--- src/rtl/reorder_buffer.sv ---
// Circular in-order reorder buffer: allocates tags at issue, captures CDB results,
// retires in program order to the register file and raises a one-cycle flush on mispredict.
module reorder_buffer #(
    parameter int ROB_INDEX_BIT = 3
) (
    input  logic                     clk_in,
    input  logic                     rst_in,
    input  logic                     rdy_in,
    input  logic                     issue_valid,
    input  logic [4:0]               issue_rd,
    input  logic                     issue_is_store,
    input  logic                     issue_is_br,
    input  logic [31:0]              issue_pc,
    input  logic [31:0]              issue_pred_pc,
    input  logic                     issue_ready,
    input  logic [31:0]              issue_value,
    output logic [ROB_INDEX_BIT-1:0] issue_rob_id,
    output logic                     full,
    input  logic                     wb_valid,
    input  logic [ROB_INDEX_BIT-1:0] wb_rob_id,
    input  logic [31:0]              wb_value,
    input  logic [31:0]              wb_next_pc,
    input  logic [ROB_INDEX_BIT-1:0] q1_id,
    input  logic [ROB_INDEX_BIT-1:0] q2_id,
    output logic                     q1_ready,
    output logic                     q2_ready,
    output logic [31:0]              q1_value,
    output logic [31:0]              q2_value,
    output logic [4:0]               set_value_id,
    output logic [31:0]              set_value,
    output logic [ROB_INDEX_BIT-1:0] set_value_rob_id,
    output logic                     commit_store,
    output logic [ROB_INDEX_BIT-1:0] commit_store_rob_id,
    output logic                     clear,
    output logic [31:0]              redirect_pc
);

    localparam int SIZE = 2 ** ROB_INDEX_BIT;
    localparam logic [ROB_INDEX_BIT-1:0] IDX_ZERO = {ROB_INDEX_BIT{1'b0}};
    localparam logic [ROB_INDEX_BIT-1:0] IDX_ONE  = {{(ROB_INDEX_BIT-1){1'b0}}, 1'b1};
    localparam logic [ROB_INDEX_BIT:0]   CNT_ZERO = {(ROB_INDEX_BIT+1){1'b0}};
    localparam logic [ROB_INDEX_BIT:0]   CNT_ONE  = {{ROB_INDEX_BIT{1'b0}}, 1'b1};
    localparam logic [ROB_INDEX_BIT:0]   CNT_FULL = {1'b1, {ROB_INDEX_BIT{1'b0}}};

    logic        busy_r     [SIZE];
    logic        ready_r    [SIZE];
    logic [4:0]  rd_r       [SIZE];
    logic [31:0] value_r    [SIZE];
    logic        is_store_r [SIZE];
    logic        is_br_r    [SIZE];
    logic [31:0] pc_r       [SIZE];
    logic [31:0] pred_pc_r  [SIZE];
    logic [31:0] next_pc_r  [SIZE];

    logic [ROB_INDEX_BIT-1:0] head_r;
    logic [ROB_INDEX_BIT-1:0] tail_r;
    logic [ROB_INDEX_BIT:0]   count_r;
    logic                     clear_r;
    logic [31:0]              redirect_pc_r;

    logic issue_acc_s;
    logic wb_acc_s;
    logic fire_s;
    logic mispredict_s;
    logic unused_pc_s;

    // Entry PC is kept for trace/debug visibility; no retirement path consumes it.
    assign unused_pc_s = ^pc_r[head_r];

    assign full         = (count_r == CNT_FULL);
    assign issue_rob_id = tail_r;
    assign clear        = clear_r;
    assign redirect_pc  = redirect_pc_r;

    assign issue_acc_s  = issue_valid & ~full & ~clear_r & rdy_in;
    assign wb_acc_s     = wb_valid & busy_r[wb_rob_id] & ~clear_r & rdy_in;
    assign fire_s       = rdy_in & ~clear_r & (count_r != CNT_ZERO) & ready_r[head_r];
    assign mispredict_s = fire_s & is_br_r[head_r] & (next_pc_r[head_r] != pred_pc_r[head_r]);

    // Commit interface: retire the head entry when its result is available.
    always_comb begin
        set_value_id        = 5'd0;
        set_value           = 32'd0;
        set_value_rob_id    = head_r;
        commit_store        = 1'b0;
        commit_store_rob_id = head_r;
        if (fire_s) begin
            // A branch with rd=0 already yields index 0, so only stores need masking.
            set_value_id = is_store_r[head_r] ? 5'd0 : rd_r[head_r];
            set_value    = value_r[head_r];
            commit_store = is_store_r[head_r];
        end else begin
            set_value_id = 5'd0;
            set_value    = 32'd0;
            commit_store = 1'b0;
        end
    end

    // Operand query port 1 with same-cycle CDB forwarding.
    always_comb begin
        q1_ready = 1'b0;
        q1_value = 32'd0;
        if (wb_valid && (wb_rob_id == q1_id)) begin
            q1_ready = 1'b1;
            q1_value = wb_value;
        end else begin
            q1_ready = ready_r[q1_id];
            q1_value = value_r[q1_id];
        end
    end

    // Operand query port 2 with same-cycle CDB forwarding.
    always_comb begin
        q2_ready = 1'b0;
        q2_value = 32'd0;
        if (wb_valid && (wb_rob_id == q2_id)) begin
            q2_ready = 1'b1;
            q2_value = wb_value;
        end else begin
            q2_ready = ready_r[q2_id];
            q2_value = value_r[q2_id];
        end
    end

    // Pointer, occupancy, entry and flush state.
    always_ff @(posedge clk_in) begin
        if (rst_in) begin
            head_r        <= IDX_ZERO;
            tail_r        <= IDX_ZERO;
            count_r       <= CNT_ZERO;
            clear_r       <= 1'b0;
            redirect_pc_r <= 32'd0;
            for (int i = 0; i < SIZE; i++) begin
                busy_r[i]     <= 1'b0;
                ready_r[i]    <= 1'b0;
                rd_r[i]       <= 5'd0;
                value_r[i]    <= 32'd0;
                is_store_r[i] <= 1'b0;
                is_br_r[i]    <= 1'b0;
                pc_r[i]       <= 32'd0;
                pred_pc_r[i]  <= 32'd0;
                next_pc_r[i]  <= 32'd0;
            end
        end else if (rdy_in) begin
            if (clear_r) begin
                clear_r <= 1'b0;
                head_r  <= IDX_ZERO;
                tail_r  <= IDX_ZERO;
                count_r <= CNT_ZERO;
                for (int i = 0; i < SIZE; i++) begin
                    busy_r[i]  <= 1'b0;
                    ready_r[i] <= 1'b0;
                end
            end else begin
                clear_r <= mispredict_s;
                if (mispredict_s) begin
                    redirect_pc_r <= next_pc_r[head_r];
                end
                if (issue_acc_s) begin
                    busy_r[tail_r]     <= 1'b1;
                    ready_r[tail_r]    <= issue_ready;
                    rd_r[tail_r]       <= issue_rd;
                    value_r[tail_r]    <= issue_value;
                    is_store_r[tail_r] <= issue_is_store;
                    is_br_r[tail_r]    <= issue_is_br;
                    pc_r[tail_r]       <= issue_pc;
                    pred_pc_r[tail_r]  <= issue_pred_pc;
                    // Until a writeback says otherwise the prediction is assumed correct.
                    next_pc_r[tail_r]  <= issue_pred_pc;
                    tail_r             <= tail_r + IDX_ONE;
                end
                if (wb_acc_s) begin
                    ready_r[wb_rob_id]   <= 1'b1;
                    value_r[wb_rob_id]   <= wb_value;
                    next_pc_r[wb_rob_id] <= wb_next_pc;
                end
                if (fire_s) begin
                    busy_r[head_r]  <= 1'b0;
                    ready_r[head_r] <= 1'b0;
                    head_r          <= head_r + IDX_ONE;
                end
                case ({issue_acc_s, fire_s})
                    2'b10:   count_r <= count_r + CNT_ONE;
                    2'b01:   count_r <= count_r - CNT_ONE;
                    default: count_r <= count_r;
                endcase
            end
        end
    end

endmodule

--- config.mk ---
export PLATFORM = sky130hd
export DESIGN_NAME = reorder_buffer
export DESIGN_NICKNAME = d
export VERILOG_FILES = /design/src/rtl/reorder_buffer.sv
export SDC_FILE = /design/constraint.sdc
export NUM_CORES = 2
export LEC_CHECK = 0
export BUFFER_PORTS_ARGS = -buffer_cell sky130_fd_sc_hd__buf_2
export CORE_MARGIN = 3
export CORE_UTILIZATION = 25
export DETAILED_ROUTE_END_ITERATION = 6
export PLACE_DENSITY = 0.37
export SLEW_MARGIN = 10
export SYNTH_ARGS = -nofsm -noshare
export SYNTH_HDL_FRONTEND = slang
export SYNTH_SLANG_ARGS = --single-unit
export TNS_END_PERCENT = 100
--- constraint.sdc ---
create_clock -name clk_in -period 19.33 [get_ports clk_in]
set_input_delay 2.8995 -clock clk_in [delete_from_list [all_inputs] [get_ports clk_in]]
set_output_delay 2.8995 -clock clk_in [all_outputs]
set_load 0.02 [all_outputs]
==> flow_metrics.tcl <==
set metrics [dict create \
    clock-sinks 886 \
    core_mm2 0.191 \
    fillers 19393 \
    holdPathStages 2 \
    grt_pass1_vias 32424 \
    clock_skew_ns 0.0599 \
    final.period_utilization 0.460 \
    holdCritPathClass "flip-flop to flip-flop" \
    clk_latency_ns 0.77 \
    path_clk_slew_ns 0.06 \
    wl_um 195000 \
    critPathLaunchType "primary input" \
    postCtsSetupRepairBufs 0 \
    grt_pass1_wl_um 269000 \
    ys_seq_area_frac 0.541 \
    ys_top_cells_by_area "edfxtp_1 52%, mux4_2 16%, mux2_2 6.2%" \
    routed_via_density 4.87 \
    synth_edf_count 824 \
    antenna_found_initial 51 \
    synth-async-reset-ratio 0 \
    synth_most_common_cell "edfxtp_1" \
    area_growth_pct 15.0 \
    powerDensity_mw_per_mm2 82.9 \
    swShare 0.256 \
    ff2ff_path_depth 10 \
    start_util 0.252 \
    ys_warn_count 0 \
    avgSynthCellArea_um2 13.1 \
    synth.largest_area_cell "edfxtp_1" \
    nets 3982 \
    rsz0062_at_grt "false" \
    die_x_um 444 \
    ys.flop_type "edfxtp_1" \
    ctsRootBufferMaster "clkbuf_16" \
    hpwl_um 110000 \
    irDropWorstVdd_mv 0.0621 \
    synth.net_count 3847 \
    whs_ns 0.461 \
    combPwrFrac 0.088 \
    critPathKind "primary input to output port" \
    wl_per_cell_um 30.4 \
    crit_required_ns 16.43 \
    route.detailed.drc 0 \
    worstMarginPinSlew_ns 1.16 \
    htreeDepth 3 \
    die_y_um 444 \
    cts_resized 0 \
    switchingPower_mw 1.17 \
    synthTopCellsByCount "824 x edfxtp_1, 637 x nand2_1, 341 x mux4_2" \
    ant_nets 0 \
    fin_ws_ns 10.44 \
    dr.pass1.iters 5 \
    postCtsHoldBufs 0 \
    pwr-share-seq 0.480 \
    syn-instance-count 3661 \
    total_power_mw 4.58 \
    fin_setup_tns_ns 0 \
    die_area_mm2 0.197 \
    vias 31238 \
    hold_viol 0 \
    grt_max_degree 99 \
    cp-end-kind "output port" \
    slew_viol_final 0 \
    final_core_util 0.290 \
    cts_buffers 110 \
    cell_internal_pwr_mw 3.41 \
    synth_top_area_frac 0.515 \
    rows 160 \
    run_status "completed" \
    io-pin-count 329 \
    finalCriticalPeriod_ns 8.89 \
    grt_usage 0.195 \
    max_clock_freq_mhz 112 \
    worstPathArrival_ns 5.99 \
    preCtsSetupSlack_ns 10.40 \
    slew-limit-headroom 0.222 \
    report.final.setup_viol 0 \
    syn_area_mm2 0.0480 \
    cts_tree "yes" \
    drt_iter0_markers 2287 \
    drive_above_1_share 0.301 \
    yosys.cell_types.count 51 \
    cap_violations 0 \
    register_area_mm2 0.0260 \
    ys_seq_elements 886 \
    crit_path_max_fanout 65 \
    clockBufferDepth 3 \
    multiInputGateArea_mm2 0.0206 \
    p_leak_nw 19.5 \
    grt_overflow 0 \
    gp_congestion 0.732 \
    pwr-share-clk 0.433 \
    io_buffers 296 \
]
cells by family after synthesis:
| kind of cell | synth area share |
|---|---|
| simple gates | 0.113 |
| flops | 0.541 |
| mux | 0.251 |
| compound gates | 0.0470 |
| buf+inv | 0.0344 |
| xor+xnor | 0.0120 |
| fa+ha+maj | 0.00104 |
final cells by class:
class,instances,area share
diodes,13,0.000589
repair buffers,372,0.0381
multi-input cells,2414,0.373
clock inverters,51,0.00619
well taps,2511,0.0569
inverters,12,0.000861
clock buffers,152,0.0538
flip-flops and latches,886,0.471
cell usage in the layout, fill, tap and decap left out, drive strengths merged, types with 4 or more instances in the layout:
cell type,netlist,final
inv,6,15
diode,0,13
o21ai,267,267
clkbuf,230,152
a31oi,10,10
edfxtp,824,824
or2,7,7
dfxtp,62,62
o211ai,9,9
or3,7,7
a21oi,127,127
nand4,6,6
mux2,285,285
ha,4,4
nor2b,22,22
buf,119,372
mux2i,118,118
nor3,16,16
clkinv,6,42
nand2b,15,15
nor4,4,4
nor2,128,128
mux4,341,341
xnor2,41,41
and2,312,312
nand2,637,637
nand3,5,5
xor2,25,25
critical path: stages:
cell	delay (ns)
buf_4	0.75
buf_4	0.71
xnor2_1	0.12
nand4_1	0.11
buf_4	0.57
nor2_1	0.07
a21oi_1	0.36
buf_2	0.25
power groups by stage:
stage                     clock network (mW)  logic (mW)  registers, mW
after floorplan                            0       0.233           2.23
after global placement                     0       0.412           2.23
after detailed placement                   0       0.411           2.24
after CTS                               2.04       0.412           2.20
after global routing                    2.10       0.428           2.20
final                                   1.98       0.402           2.20
through the flow:
stage	std cells	cell area, um2
after floorplan	3661	48000
after global placement	6195	51900
after detailed placement	6195	51900
after CTS	6398	55200
after global routing	6403	55200
final	6411	55200
metal layers:
| metal | wire length (um) | GRT usage | vias up |
|---|---|---|---|
| met4 | 4260 | 0.0452 | 20 |
| met5 | 139 | 0 | - |
| met3 | 8230 | 0.0270 | 245 |
| met2 | 97600 | 0.339 | 781 |
| li1 | - | - | 13953 |
| met1 | 84400 | 0.255 | 16239 |
state kept, by name, summed over array words and instances (netlist names), named ones only:
name                 count
next_pc_r              256
is_br_r                  8
busy_r                   8
count_r                  4
is_store_r               8
value_r                256
issue_rob_id             3
pred_pc_r              256
redirect_pc             32
commit_store_rob_id      3
ready_r                  8
rd_r                    40
clear                    1
final timing paths:
| kind | from | to | slack [ns] |
|---|---|---|---|
| hold reg to reg | redirect_pc[18] | redirect_pc[18] | 0.46 |
| setup reg to reg | flip-flop | redirect_pc[14] | 13.40 |
| hold / removal | redirect_pc[18] | redirect_pc[18] | 0.46 |
| setup / recovery | q1_id[0] | q1_value[22] | 10.44 |
(Power assumes the default switching activity.)
